### config.mk
export PLATFORM = sky130hd
export DESIGN_NAME = audio_clip_controller
export DESIGN_NICKNAME = d
export VERILOG_FILES = /design/src/rtl/audio_clip_pkg.sv /design/src/rtl/clip_len_table.sv /design/src/rtl/audio_clip_controller.sv
export SDC_FILE = /design/constraint.sdc
export NUM_CORES = 1
export LEC_CHECK = 0
export ABC_AREA = 1
export BUFFER_PORTS_ARGS = -buffer_cell sky130_fd_sc_hd__buf_4
export CAP_MARGIN = 20
export CORE_UTILIZATION = 50
export CTS_BUF_LIST = sky130_fd_sc_hd__clkbuf_8 sky130_fd_sc_hd__clkbuf_16
export CTS_CLUSTER_SIZE = 40
export DETAILED_ROUTE_END_ITERATION = 8
export HOLD_SLACK_MARGIN = 0.08
export PLACE_DENSITY_LB_ADDON = 0.12
export SLEW_MARGIN = 20
export SYNTH_ARGS = -nofsm -noshare
export SYNTH_HDL_FRONTEND = slang
export SYNTH_HIERARCHICAL = 1
export SYNTH_SLANG_ARGS = --single-unit
### constraint.sdc
create_clock -name clk -period 7 [get_ports clk]
set_input_delay 1.05 -clock clk [delete_from_list [all_inputs] [get_ports clk]]
set_output_delay 1.05 -clock clk [all_outputs]
set_load 0.1 [all_outputs]
### src/rtl/audio_clip_pkg.sv
// Shared encodings for the audio clip record/playback controller:
// FSM state codes, command opcodes and default geometry.
package audio_clip_pkg;

  localparam int DEF_DATA_W = 16;
  localparam int DEF_SLOT_W = 2;
  localparam int DEF_OFS_W  = 24;

  typedef enum logic [2:0] {
    ST_IDLE     = 3'd0,
    ST_REC      = 3'd1,
    ST_REC_WR   = 3'd2,
    ST_PLAY     = 3'd3,
    ST_PLAY_RD  = 3'd4,
    ST_PLAY_ACK = 3'd5,
    ST_PAUSE    = 3'd6
  } state_t;

  localparam logic [2:0] OP_STOP      = 3'd0;
  localparam logic [2:0] OP_RECORD    = 3'd1;
  localparam logic [2:0] OP_PLAY      = 3'd2;
  localparam logic [2:0] OP_PAUSE     = 3'd3;
  localparam logic [2:0] OP_ERASE     = 3'd4;
  localparam logic [2:0] OP_ERASE_ALL = 3'd5;

endpackage

### src/rtl/clip_len_table.sv
// Per-slot clip length register file: one write port, two read ports
// (active slot and command slot) and a single-cycle clear of every entry.
module clip_len_table
  import audio_clip_pkg::*;
#(
  parameter int SLOT_W = DEF_SLOT_W,
  parameter int OFS_W  = DEF_OFS_W
) (
  input  logic              clk,
  input  logic              rst,
  input  logic              we,
  input  logic [SLOT_W-1:0] waddr,
  input  logic [OFS_W:0]    wdata,
  input  logic              clr_all,
  input  logic [SLOT_W-1:0] raddr_a,
  output logic [OFS_W:0]    rdata_a,
  input  logic [SLOT_W-1:0] raddr_b,
  output logic [OFS_W:0]    rdata_b
);

  localparam int NUM_SLOTS = 1 << SLOT_W;

  logic [OFS_W:0] len_q [NUM_SLOTS];

  always_ff @(posedge clk) begin
    if (rst || clr_all) begin
      for (int i = 0; i < NUM_SLOTS; i++) len_q[i] <= '0;
    end else if (we) begin
      len_q[waddr] <= wdata;
    end
  end

  assign rdata_a = len_q[raddr_a];
  assign rdata_b = len_q[raddr_b];

endmodule

### src/rtl/audio_clip_controller.sv
// Records codec samples into per-slot RAM regions and plays them back,
// one RAM access per sample_tick; lengths live in clip_len_table.
module audio_clip_controller
  import audio_clip_pkg::*;
#(
  parameter int DATA_W = DEF_DATA_W,
  parameter int SLOT_W = DEF_SLOT_W,
  parameter int OFS_W  = DEF_OFS_W,
  localparam int ADDR_W = SLOT_W + OFS_W
) (
  input  logic              clk,
  input  logic              rst,
  input  logic              cmd_valid,
  input  logic [2:0]        cmd,
  input  logic [SLOT_W-1:0] cmd_slot,
  input  logic              loop_en,
  input  logic              sample_tick,
  input  logic [DATA_W-1:0] adc_sample,
  output logic [DATA_W-1:0] dac_sample,
  output logic              playback,
  input  logic              ram_rdy,
  output logic [ADDR_W-1:0] ram_addr,
  output logic [DATA_W-1:0] ram_wdata,
  output logic              ram_we,
  output logic              ram_rd_req,
  input  logic              ram_rd_valid,
  input  logic [DATA_W-1:0] ram_rd_data,
  output logic              ram_rd_ack,
  output logic [2:0]        state_o,
  output logic              busy,
  output logic [OFS_W:0]    clip_len_o,
  output logic              overrun
);

  localparam logic [OFS_W:0] OFS_ONE  = (OFS_W+1)'(1);
  localparam logic [OFS_W:0] LAST_OFS = {1'b0, {OFS_W{1'b1}}};

  state_t            state;
  logic [SLOT_W-1:0] slot;
  logic [OFS_W:0]    offset;
  logic [OFS_W:0]    offset_inc;
  logic [OFS_W:0]    len_act;
  logic [OFS_W:0]    len_cmd;
  logic              pause_pend;
  logic              stop_pend;
  logic              go_idle;

  logic              tbl_we;
  logic              tbl_clr;
  logic [SLOT_W-1:0] tbl_waddr;
  logic [OFS_W:0]    tbl_wdata;

  // Commands are only honoured while the RAM is ready.
  logic cmd_go, stop_cmd, play_cmd, pause_cmd;
  assign cmd_go    = cmd_valid & ram_rdy;
  assign stop_cmd  = cmd_go && (cmd == OP_STOP);
  assign play_cmd  = cmd_go && (cmd == OP_PLAY);
  assign pause_cmd = cmd_go && (cmd == OP_PAUSE);

  assign offset_inc = offset + OFS_ONE;

  clip_len_table #(.SLOT_W(SLOT_W), .OFS_W(OFS_W)) u_len (
    .clk     (clk),
    .rst     (rst),
    .we      (tbl_we),
    .waddr   (tbl_waddr),
    .wdata   (tbl_wdata),
    .clr_all (tbl_clr),
    .raddr_a (slot),
    .rdata_a (len_act),
    .raddr_b (cmd_slot),
    .rdata_b (len_cmd)
  );

  always_comb begin
    tbl_we    = 1'b0;
    tbl_clr   = 1'b0;
    tbl_waddr = slot;
    tbl_wdata = '0;
    case (state)
      ST_IDLE: begin
        if (cmd_go && (cmd == OP_RECORD || cmd == OP_ERASE)) begin
          tbl_we    = 1'b1;
          tbl_waddr = cmd_slot;
        end else if (cmd_go && cmd == OP_ERASE_ALL) begin
          tbl_clr = 1'b1;
        end
      end
      ST_REC_WR: begin
        tbl_we    = ram_rdy;
        tbl_wdata = offset_inc;
      end
      default: ;
    endcase
  end

  // A pending STOP in the read path is honoured only once the ack cycle is done.
  always_comb begin
    go_idle = 1'b0;
    case (state)
      ST_IDLE, ST_REC, ST_PLAY, ST_PAUSE: go_idle = stop_cmd;
      ST_REC_WR:   go_idle = stop_cmd || (offset == LAST_OFS);
      ST_PLAY_ACK: go_idle = stop_cmd || stop_pend || ((offset_inc >= len_act) && !loop_en);
      default:     go_idle = 1'b0;
    endcase
  end

  always_ff @(posedge clk) begin
    if (rst) begin
      state      <= ST_IDLE;
      slot       <= '0;
      offset     <= '0;
      ram_addr   <= '0;
      ram_wdata  <= '0;
      ram_we     <= 1'b0;
      ram_rd_req <= 1'b0;
      ram_rd_ack <= 1'b0;
      dac_sample <= '0;
      playback   <= 1'b0;
      overrun    <= 1'b0;
      pause_pend <= 1'b0;
      stop_pend  <= 1'b0;
    end else if (ram_rdy) begin
      ram_we     <= 1'b0;
      ram_rd_ack <= 1'b0;

      if (stop_cmd || (state == ST_PLAY_ACK && stop_pend))
        overrun <= 1'b0;
      else if (sample_tick && (state == ST_REC_WR || state == ST_PLAY_RD || state == ST_PLAY_ACK))
        overrun <= 1'b1;

      if (go_idle) begin
        state      <= ST_IDLE;
        offset     <= '0;
        dac_sample <= '0;
        playback   <= 1'b0;
        pause_pend <= 1'b0;
        stop_pend  <= 1'b0;
      end else begin
        case (state)
          ST_IDLE: begin
            if (cmd_go && cmd == OP_RECORD) begin
              state  <= ST_REC;
              slot   <= cmd_slot;
              offset <= '0;
            end else if (play_cmd && len_cmd != '0) begin
              state    <= ST_PLAY;
              slot     <= cmd_slot;
              offset   <= '0;
              playback <= 1'b1;
            end
          end
          ST_REC: begin
            if (sample_tick) begin
              ram_wdata <= adc_sample;
              ram_addr  <= {slot, offset[OFS_W-1:0]};
              ram_we    <= 1'b1;
              state     <= ST_REC_WR;
            end
          end
          ST_REC_WR: begin
            offset <= offset_inc;
            state  <= ST_REC;
          end
          ST_PLAY: begin
            if (pause_cmd || pause_pend) begin
              state      <= ST_PAUSE;
              pause_pend <= 1'b0;
            end else if (sample_tick) begin
              ram_addr   <= {slot, offset[OFS_W-1:0]};
              ram_rd_req <= 1'b1;
              state      <= ST_PLAY_RD;
            end
          end
          ST_PLAY_RD: begin
            if (stop_cmd)  stop_pend  <= 1'b1;
            if (pause_cmd) pause_pend <= 1'b1;
            if (ram_rd_valid) begin
              dac_sample <= ram_rd_data;
              ram_rd_req <= 1'b0;
              ram_rd_ack <= 1'b1;
              state      <= ST_PLAY_ACK;
            end
          end
          ST_PLAY_ACK: begin
            if (pause_cmd) pause_pend <= 1'b1;
            offset <= (offset_inc >= len_act) ? '0 : offset_inc;
            state  <= ST_PLAY;
          end
          ST_PAUSE: begin
            if (play_cmd) state <= ST_PLAY;
          end
          default: state <= ST_IDLE;
        endcase
      end
    end
  end

  assign state_o    = state;
  assign busy       = (state != ST_IDLE);
  assign clip_len_o = len_cmd;

endmodule

* Yosys cells after proc, flatten, opt, wreduce, memory -nomap -nowiden
Memory sizes are Yosys's and may differ from the RTL's. A register that Yosys moved wholly into a read port is not among the register bits.
Index checks and enable logic that the tools add are counted.
** Storage, ports and cells
- Bits in registers :: 95
- Memory bits (writable) :: 100
- Bits of input ports :: 44
- Output and inout bits :: 92
- Logic and storage cells :: 154
- Memories kept :: 1
** Memories
- u_len.len_q :: words 4, bits a word 25, rd ports 2, clocked after memory_dff 1, write ports 4, RTL line clip_len_table.sv:23 : logic [OFS_W:0] len_q [NUM_SLOTS];
** Operators by class
- Add/sub/neg operators :: 1
- Order comparisons :: 1
- Equality and inequality tests :: 23
- Mux-type cells :: 64
- Bitwise logic cells :: 2
- Reduce and logical (&&, ||, !) cells :: 49
** Operators with widths (count)
- two-way mux 25 bit :: 6
- one-hot mux 25 bit (3 select lines) :: 1
- two-way mux 26 bit :: 2
- one-hot mux 26 bit (2 select lines) :: 1
- two-way mux 16 bit :: 3
- two-way mux 1 bit :: 31
- adder 25 x 1 -> 25 bit (second input constant) :: 1
- equality test 25 x 24 -> 1 bit (second input constant) :: 1
- >= comparator 25 bit :: 1
- nonzero test 25 bit :: 1
- OR reduction 25 bit :: 1
- two-way mux 3 bit :: 8
- one-hot mux 3 bit (7 select lines) :: 1
- AND reduction 4 bit :: 5
- nonzero test 2 bit :: 9
- equality test 3 bit (second input constant) :: 5
- two-way mux 2 bit :: 7
- equality test 3 x 2 -> 1 bit (second input constant) :: 4
- != test 3 bit (second input constant) :: 4
- AND reduction 6 bit :: 2
- logical AND 1 bit :: 10
- logical OR 1 bit :: 9
- AND reduction 3 bit :: 3
- != test 2 bit (second input constant) :: 4
- 14 further kinds :: 20

* Longest topological paths before layout
Gate-level depths: netlist of the first run.
- Word-level depth :: 10
- Depth in mapped cells :: 27
- Gate-level depth less buffers :: 27

* By module
The synthesis of the first run kept the hierarchy.
** Modules (own cells, without submodules)
- audio_clip_controller :: instances 1, cells each 950, area an instance 6093.3 sq um
- clip_len_table :: instances 1, cells each 734, area an instance 5664.2 sq um

* Worst setup path after synthesis of the first run
No wires, ideal clock.
- Path type :: register -> register
- From :: reg state[2], in the netlist state_o[2]
- To :: mem u_len/len_q[2][0] (netlist name), enable pin
- Setup time :: 0.442 ns
- Arrival :: 4.682 ns
- Data required time :: 6.558 ns
- Path slack :: 1.876 ns
- Cell stages (with the launch flop) :: 12
- Cell sequence :: dfxtp_1 buf_4 nor2_1 inv_1 nor2_1 inv_1 nor2_1 o211ai_1 o21ai_0 inv_1 nand2_2 o21ai_0
** RTL lines
- start: declaration :: RTL line audio_clip_controller.sv:38 : state_t state;
- start signal: assignment :: RTL line audio_clip_controller.sv:110 : state <= ST_IDLE;
- start signal: assignment :: RTL line audio_clip_controller.sv:133 : state <= ST_IDLE;
- start signal: assignment :: RTL line audio_clip_controller.sv:143 : state <= ST_REC;
- end: declaration :: RTL line clip_len_table.sv:23

* Worst setup path after layout of the first run
- From :: reg offset[4]
- To :: reg ram_wdata[5]
** Between the ends
- Cells in the longest elaborated chain, start to end :: 7
- Elaborated cells between the ends (all ways) :: 9
** RTL lines
- start: declaration :: RTL line audio_clip_controller.sv:40 : logic [OFS_W:0] offset;
- start signal: assignment :: RTL line audio_clip_controller.sv:162 : offset <= offset_inc;
- start signal: assignment :: RTL line audio_clip_controller.sv:187 : offset <= (offset_inc >= len_act) ? '0 : offset_inc;
- adder 25 x 1 -> 25 bit :: RTL line audio_clip_controller.sv:60 : assign offset_inc = offset + OFS_ONE;
- >= comparator 25 bit :: RTL line audio_clip_controller.sv:103 : ST_PLAY_ACK: go_idle = stop_cmd || stop_pend || ((offset_inc >= len_act) && !loop_en);
- logical AND 1 bit :: RTL line audio_clip_controller.sv:103
- logical OR 1 bit :: RTL line audio_clip_controller.sv:103
- one-hot mux 1 bit (3 select lines) (*) :: RTL line audio_clip_controller.sv:100 : case (state)
- NOT 1 bit (no source line) (*)
- AND reduction 4 bit (no source line) (*)
- end signal: assignment :: RTL line audio_clip_controller.sv:155 : ram_wdata <= adc_sample;
- end: declaration :: RTL line audio_clip_controller.sv:23 : output logic [DATA_W-1:0] ram_wdata,
Every way passes the cells marked *; elsewhere a longest branch is shown, timed or not.
A chain may end at the register's enable or synchronous reset.

==> metrics.cfg, run 1 <==
[setup_path]
critPathKind = flop to flop
cp-end-kind = flop
critPathLaunchType = flop
worstPathRequired_ns = 7.32
crit_fanout = 33
crit_arrival_ns = 5.01

[power_and_ir_drop]
p_sw_frac = 0.478
p_leak_uw = 0.00630
ir_drop_uv = 217
p_int_uw = 2400
p_per_area_nw_per_um2 = 346
p_clk_frac = 0.215
p_comb_frac = 0.451
power_switching_uw = 2200
p_seq_frac = 0.334

[timing]
skew_ns = 0.0135
setup_ws_ns = 2.30
fmax_mhz = 213
rsz0062_at_grt = no
worstMarginPinSlew_ns = 1.10
finalHoldViolations = 0
setup-tns-final_ns = 0
fin_hold_ws_ns = 0.445
final.min_clock_period_ns = 4.70
drv_slew = 0
setup_viol = 0
fin_crit_sh = 0.671
slew_headroom = 0.263

[cts]
clk_path_buf_depth = 2
clock_latency_ns = 0.44
clkSinkCount = 195
cts_buffers = 17
cts_htree_levels = 4
clockRootBuffer = clkbuf_16
cts_tree = built
ctsResizeCount = 0
ctsHoldBuffers = 0
post-cts-setup-buffer-count = 0
cts.reportedPaths.clkPinSlew_ns = 0.08

[logic_synthesis]
seq_area_frac_synth = 0.417
synth_top_family_by_area = simple AND/OR/NAND/NOR gates
synth_cells = 1684
synthAdderAreaFrac = 0.0277
ys_warn_count = 6
syn_area_sq_um = 11800
synth_area_per_cell_sq_um = 6.98
yosys.area_share.simple = 0.365
synth_compound_area_frac = 0.0478
synth_xor_area_frac = 0.00894
synth.distinct_cells = 42
synth_fp_nets = 1754
ys_ff_latch = 195
synthMuxAreaShare = 0.000851

[finish]
syn2layout_area_growth_pct = 13.4
multiInputGateArea_sq_um = 5300
drive_gt1_frac = 0.124
regArea_sq_um = 4910
diodes = 0
nets = 1832
nFillCells = 2260

[status]
status = complete, no violations

[die]
core_sq_um = 22800
fp.dieH_microns = 155
die-area_sq_um = 24100
rows = 55
start_util = 0.515
pin_count = 136
fp.dieW_microns = 155

[routing]
wl_microns = 31900
drtIter0Drc = 1056
drt_first_pass_iters = 9
num_vias = 10900
viasPerCell = 5.20
routedWlPerCell_microns = 15.3
drc = 0
antenna_left = 0

[min_path]
hold_class = flop to flop

[job]
cap_viol_max_count = 0

[placement]
finalWeightedCongestion = 0.913
port_buffers = 135
dp_hpwl_microns = 20900
dp_slack_ns = 2.36

[global_routing]
track_usage = 0.272
grt_pass1_wl_microns = 51500
grt_pass1_vias = 10200
overflow = 0
grt_max_degree = 75
antenna_found_initial = 0

-- metal layers --
| layer | vias to the layer above | share of wire | track usage |
|---|---|---|---|
| li1 | 5428 | - | - |
| met1 | 4941 | 0.42 | 0.353 |
| met2 | 438 | 0.47 | 0.451 |
| met3 | 60 | 0.080 | 0.0476 |
| met4 | 0 | 0.026 | 0.105 |
| met5 | - | 0 | 0 |
-- power groups by stage --
stage | Clock (uW) | Sequential [uW] | Combinational [uW]
2_1_floorplan | 0 | 1870 | 1300
3_3_place_gp | 0 | 1560 | 2040
3_5_place_dp | 0 | 1560 | 2070
4_1_cts | 1000 | 1540 | 2070
5_1_grt | 1050 | 1560 | 2290
6_report | 991 | 1540 | 2080
-- through the flow --
stage,total power (uW),instances,utilization,cell area (sq um)
6_report,4610,2088,0.583,13300
5_1_grt,4900,2088,0.583,13300
4_1_cts,4610,2088,0.583,13300
3_5_place_dp,3630,2056,0.558,12700
3_3_place_gp,3600,2056,0.558,12700
2_1_floorplan,3180,1684,-,11800
-- synthesized netlist by cell type (all sizes together) --
| cell | number | share of area |
|---|---|---|
| a21oi | 70 | 0.030 |
| nand2 | 457 | 0.15 |
| buf | 65 | 0.036 |
| o211ai | 1 | 0.00064 |
| a21boi | 1 | 0.0016 |
| nor4 | 10 | 0.0053 |
| xnor2 | 1 | 0.00075 |
| mux2i | 1 | 0.00085 |
| dfxtp | 95 | 0.16 |
| ha | 26 | 0.028 |
| nand3b | 3 | 0.0019 |
| xor2 | 11 | 0.0082 |
| o21ai | 29 | 0.013 |
| inv | 283 | 0.090 |
| a31oi | 1 | 0.00053 |
| clkbuf | 20 | 0.0064 |
| o21a | 1 | 0.00064 |
| nand3 | 156 | 0.066 |
| nand4 | 37 | 0.024 |
| and2 | 1 | 0.00053 |
| or2 | 1 | 0.00053 |
| nor2 | 255 | 0.085 |
| edfxtp | 100 | 0.26 |
| nor3 | 55 | 0.030 |
| nor3b | 1 | 0.00064 |
| a21o | 3 | 0.0019 |
-- final timing paths --
kind / startpoint / endpoint / slack, ns / depth (start not counted)
max: offset[4]$_SDFFE_PP0P_ / ram_wdata[5]$_SDFFE_PP0P_ / 2.30 / 19
min: ram_wdata[2]$_SDFFE_PP0P_ / ram_wdata[2]$_SDFFE_PP0P_ / 0.45 / 2
max reg2reg: offset[4]$_SDFFE_PP0P_ / ram_wdata[5]$_SDFFE_PP0P_ / 2.30 / 19
min reg2reg: ram_wdata[2]$_SDFFE_PP0P_ / ram_wdata[2]$_SDFFE_PP0P_ / 0.45 / 2
-- cells by family after synthesis --
| group | after synthesis |
|---|---|
| AO/OA/AOI/OAI | 106 |
| XOR/XNOR | 12 |
| adder cells (fa/ha/maj) | 26 |
| buffers and inverters | 368 |
| flip-flops | 195 |
| multiplexers | 1 |
| AND/OR/NAND/NOR | 976 |
-- flip-flops by register name, indices dropped and copies added, names as in the netlist --
register,cells
stop_pend,1
ram_rd_ack,1
ram_addr,26
pause_pend,1
slot,2
playback,1
dac_sample,16
u_len/len_q,100
ram_rd_req,1
overrun,1
ram_we,1
offset,25
ram_wdata,16
state_o,3
-- layout by cell type (no fill, tap or decap), types with 6 or more instances in the layout --
cell type / instances
a21oi_1: 70
buf_4: 144
clkbuf_16: 17
dfxtp_1: 94
edfxtp_1: 100
ha_1: 26
inv_1: 277
inv_2: 6
nand2_1: 444
nand2_2: 9
nand3_1: 156
nand4_1: 33
nor2_1: 249
nor3_1: 43
nor3_2: 10
nor4_1: 10
o21ai_0: 26
xor2_1: 11
-- layout make-up --
| type | instances | share of cell area |
|---|---|---|
| well taps | 313 | 0.0294 |
| flip-flops and latches | 195 | 0.368 |
| clock buffers | 18 | 0.0330 |
| multi-input cells | 1121 | 0.398 |
| inverters | 283 | 0.0797 |
| clock inverters | 14 | 0.0109 |
| repair buffers | 144 | 0.0811 |
-- worst max-delay path, stage by stage, from the launching register on --
cell,delay [ns]
dfxtp_1,0.42
inv_1,0.15
nor3_2,0.21
nand3_1,0.17
nor3_2,0.26
nand3_1,0.13
xor2_1,0.41
ha_1,0.32
nand2_1,0.15
a21oi_1,0.07
nor2_1,0.10
nand2_1,0.07
a21oi_1,0.11
nand3_1,0.14
nand2_1,0.10
nand2_1,0.10
nand2_2,0.50
nand4_2,0.70
o21ai_0,0.40
a21oi_1,0.06
Power figures use the tool's default switching activity.
==> run 2, diff against run 1 <==
==> constraint.sdc (replaced) <==
create_clock -name clk -period 4.8 [get_ports clk]
set_input_delay 0.72 -clock clk [delete_from_list [all_inputs] [get_ports clk]]
set_output_delay 0.72 -clock clk [all_outputs]
set_load 0.1 [all_outputs]
==> metrics.cfg, run 2 (synthesized netlist as in run 1, its figures left out) <==
[global_routing]
track_usage = 0.277  ; +0.00535
met3_usage = 0.0546  ; +0.00696
use_met1 = 0.346  ; -0.00665
grt.busiest_layer = met2
grt_max_degree = 75  ; unchanged
overflow = 0  ; unchanged
antenna_found_initial = 0  ; unchanged
grt_pass1_wl_microns = 52500  ; +1.9%
grt_pass1_vias = 10500  ; +2.7%
use_met2 = 0.470  ; +0.0188

[timing]
finalHoldViolations = 0  ; unchanged
slew_headroom = 0.251  ; -0.0119
final.min_clock_period_ns = 4.27  ; -0.428 ns
drv_slew = 0  ; unchanged
fmax_mhz = 234  ; +10%
setup_ws_ns = 0.532  ; -1.77 ns
setup-tns-final_ns = 0  ; unchanged
skew_ns = 0.0104  ; -0.00310 ns
rsz0062_at_grt = no
fin_crit_sh = 0.889  ; +0.218
worstMarginPinSlew_ns = 1.12  ; +0.0121 ns
setup_viol = 0  ; unchanged
fin_hold_ws_ns = 0.446  ; +0.00123 ns

[status]
status = complete, no violations

[finish]
final_cell_mix = nand2_1, inv_1, nor2_1
drive_gt1_frac = 0.132  ; +0.00831
largest_reg_flops = 100  ; unchanged
final_common_cell = nand2_1
diodes = 0  ; unchanged
finalNonFillerCells = 2105  ; +0.81%
regArea_sq_um = 4910  ; unchanged
multiInputGateArea_sq_um = 5300  ; -0.14%
reg_top3 = u_len/len_q (100), ram_addr (26), offset (25)
regMostFlops = u_len/len_q
nFillCells = 2262  ; +0.088%
stdcell_area_sq_um = 13400  ; +0.78%
syn2layout_area_growth_pct = 14.2
nets = 1849  ; +0.93%

[die]
pin_count = 136  ; unchanged
start_util = 0.515  ; unchanged
core_sq_um = 22800  ; unchanged
rows = 55  ; unchanged
fp.dieH_microns = 155  ; unchanged
fp.dieW_microns = 155  ; unchanged
die-area_sq_um = 24100  ; unchanged

[cts]
cts_htree_levels = 4  ; unchanged
clkSinkCount = 195  ; unchanged
clockRootBuffer = clkbuf_16
post-cts-setup-buffer-count = 0  ; unchanged
cts_tree = built
ctsHoldBuffers = 0  ; unchanged
clock_latency_ns = 0.45  ; about the same
cts.reportedPaths.clkPinSlew_ns = 0.07  ; about the same
ctsResizeCount = 0  ; unchanged
clk_path_buf_depth = 2  ; unchanged
cts_buffers = 17  ; unchanged

[min_path]
worst_hold_path.endpoint = ram_wdata[2]$_SDFFE_PP0P_
hp-start = ram_wdata[2]$_SDFFE_PP0P_
hold_class = flop to flop
holdPathStages = 2  ; unchanged

[placement]
dp_cells = 2073  ; +0.83%
port_buffers = 135  ; unchanged
finalWeightedCongestion = 0.913  ; about the same
dp_slack_ns = 0.685  ; -1.68 ns
post_dp_cell_area_sq_um = 12900  ; +0.94%
dp_hpwl_microns = 21800  ; +4.6%

[setup_path]
r2r_start = slot[1]$_SDFFE_PP0P_
critPathLaunchType = flop
reg2reg_to = ram_wdata[12]$_SDFFE_PP0P_
cp_num_buf_inv = 3  ; +2
cp-end-kind = flop
rr_worst_depth = 19  ; unchanged
crit_fanout = 33  ; unchanged
critPathKind = flop to flop
cpMostUsedCell = nand2_1
worstPathRequired_ns = 5.12  ; -2.20 ns
cpPeakStageDelay_ns = 0.86  ; +0.16 ns
ff2ff_setup_slack_ns = 0.53  ; -1.77 ns
crit_chain = clkinv_1, nand3_1, nand2_1, inv_1, ha_1, nand2_1, inv_1, nand2_1, nand2_1, nand2_1, nand3_1, nand2_1, nand3_1, nand2_1, nand2_1, nand2_2, nand4_2, o21ai_0, a21oi_1
cp_slowest_cell = clkinv_1
crit_arrival_ns = 4.58  ; -0.43 ns
cp_top_family = simple AND/OR/NAND/NOR gates

[routing]
drtIter0Drc = 860  ; -19%
viasPerCell = 5.23  ; +0.48%
drt_first_pass_iters = 5  ; -4
num_vias = 11000  ; +1.3%
routedWlPerCell_microns = 15.5  ; +1.5%
wl_microns = 32600  ; +2.3%
antenna_left = 0  ; unchanged
drc = 0  ; unchanged

[power_and_ir_drop]
p_seq_frac = 0.331  ; -0.003
p_int_uw = 3530  ; +47%
p_per_area_nw_per_um2 = 502  ; +45%
p_sw_frac = 0.477  ; -0.000919
power_switching_uw = 3220  ; +46%
p_leak_uw = 0.00638  ; +1.2%
ir_drop_uv = 384  ; +77%
p_clk_frac = 0.210  ; -0.005
p_comb_frac = 0.459  ; +0.008

[job]
cap_viol_max_count = 0  ; unchanged

[run 2: final cells by class]
type	count	share of cell area
inverter	283	0.0791
multi-input combinational	1121	0.394
clock buffer	17	0.0317
tap	313	0.0292
clock inverter	15	0.0106
timing repair buffer	161	0.0900
sequential	195	0.365
[run 2: power by group through the flow]
| stage | registers [uW] | logic, uW | clock network, uW |
|---|---|---|---|
| final | 2230 | 3090 | 1420 |
| after global routing | 2270 | 3400 | 1500 |
| after CTS | 2230 | 3080 | 1440 |
| after detailed placement | 2270 | 3070 | 0 |
| after global placement | 2260 | 3040 | 0 |
| after floorplan | 2730 | 1900 | 0 |
[run 2: layer usage]
metal  up-vias  part of all wire
li1       5471                 -
met1      5048              0.42
met2       420              0.47
met3        69             0.075
met4         0             0.032
met5         -                 0
[run 2: worst register-to-register path: cells and delay by family (launching register included)]
family / cells / cell delay [ns]
adders and majority gates: 1 / 0.22
buffers and inverters: 3 / 1.01
DFF: 1 / 0.34
AOI/OAI and AO/OA: 2 / 0.48
and+or+nand+nor: 13 / 2.10
[run 2: worst max path at each step]
| stage | startpoint | slack (ns) | cells after the start | to |
|---|---|---|---|---|
| after global routing | offset[0]$_SDFFE_PP0P_ | 0.11 | 21 | ram_wdata[14]$_SDFFE_PP0P_ |
| after detailed placement | offset[0]$_SDFFE_PP0P_ | 0.68 | 21 | ram_wdata[12]$_SDFFE_PP0P_ |
| after floorplan | state_o[2]$_SDFFE_PP0P_ | 0.36 | 11 | u_len/len_q[2][0]$_SDFFCE_PN0P_ |
| after global placement | offset[0]$_SDFFE_PP0P_ | 0.75 | 20 | ram_wdata[0]$_SDFFE_PP0P_ |
| final | slot[1]$_SDFFE_PP0P_ | 0.53 | 19 | ram_wdata[12]$_SDFFE_PP0P_ |
| after CTS | offset[0]$_SDFFE_PP0P_ | 0.65 | 21 | ram_wdata[12]$_SDFFE_PP0P_ |
[run 2: through the flow]
| stage | power (uW) | util |
|---|---|---|
| 2_1_floorplan | 4640 | - |
| 3_3_place_gp | 5300 | 0.563 |
| 3_5_place_dp | 5340 | 0.563 |
| 4_1_cts | 6750 | 0.588 |
| 5_1_grt | 7170 | 0.588 |
| 6_report | 6750 | 0.588 |
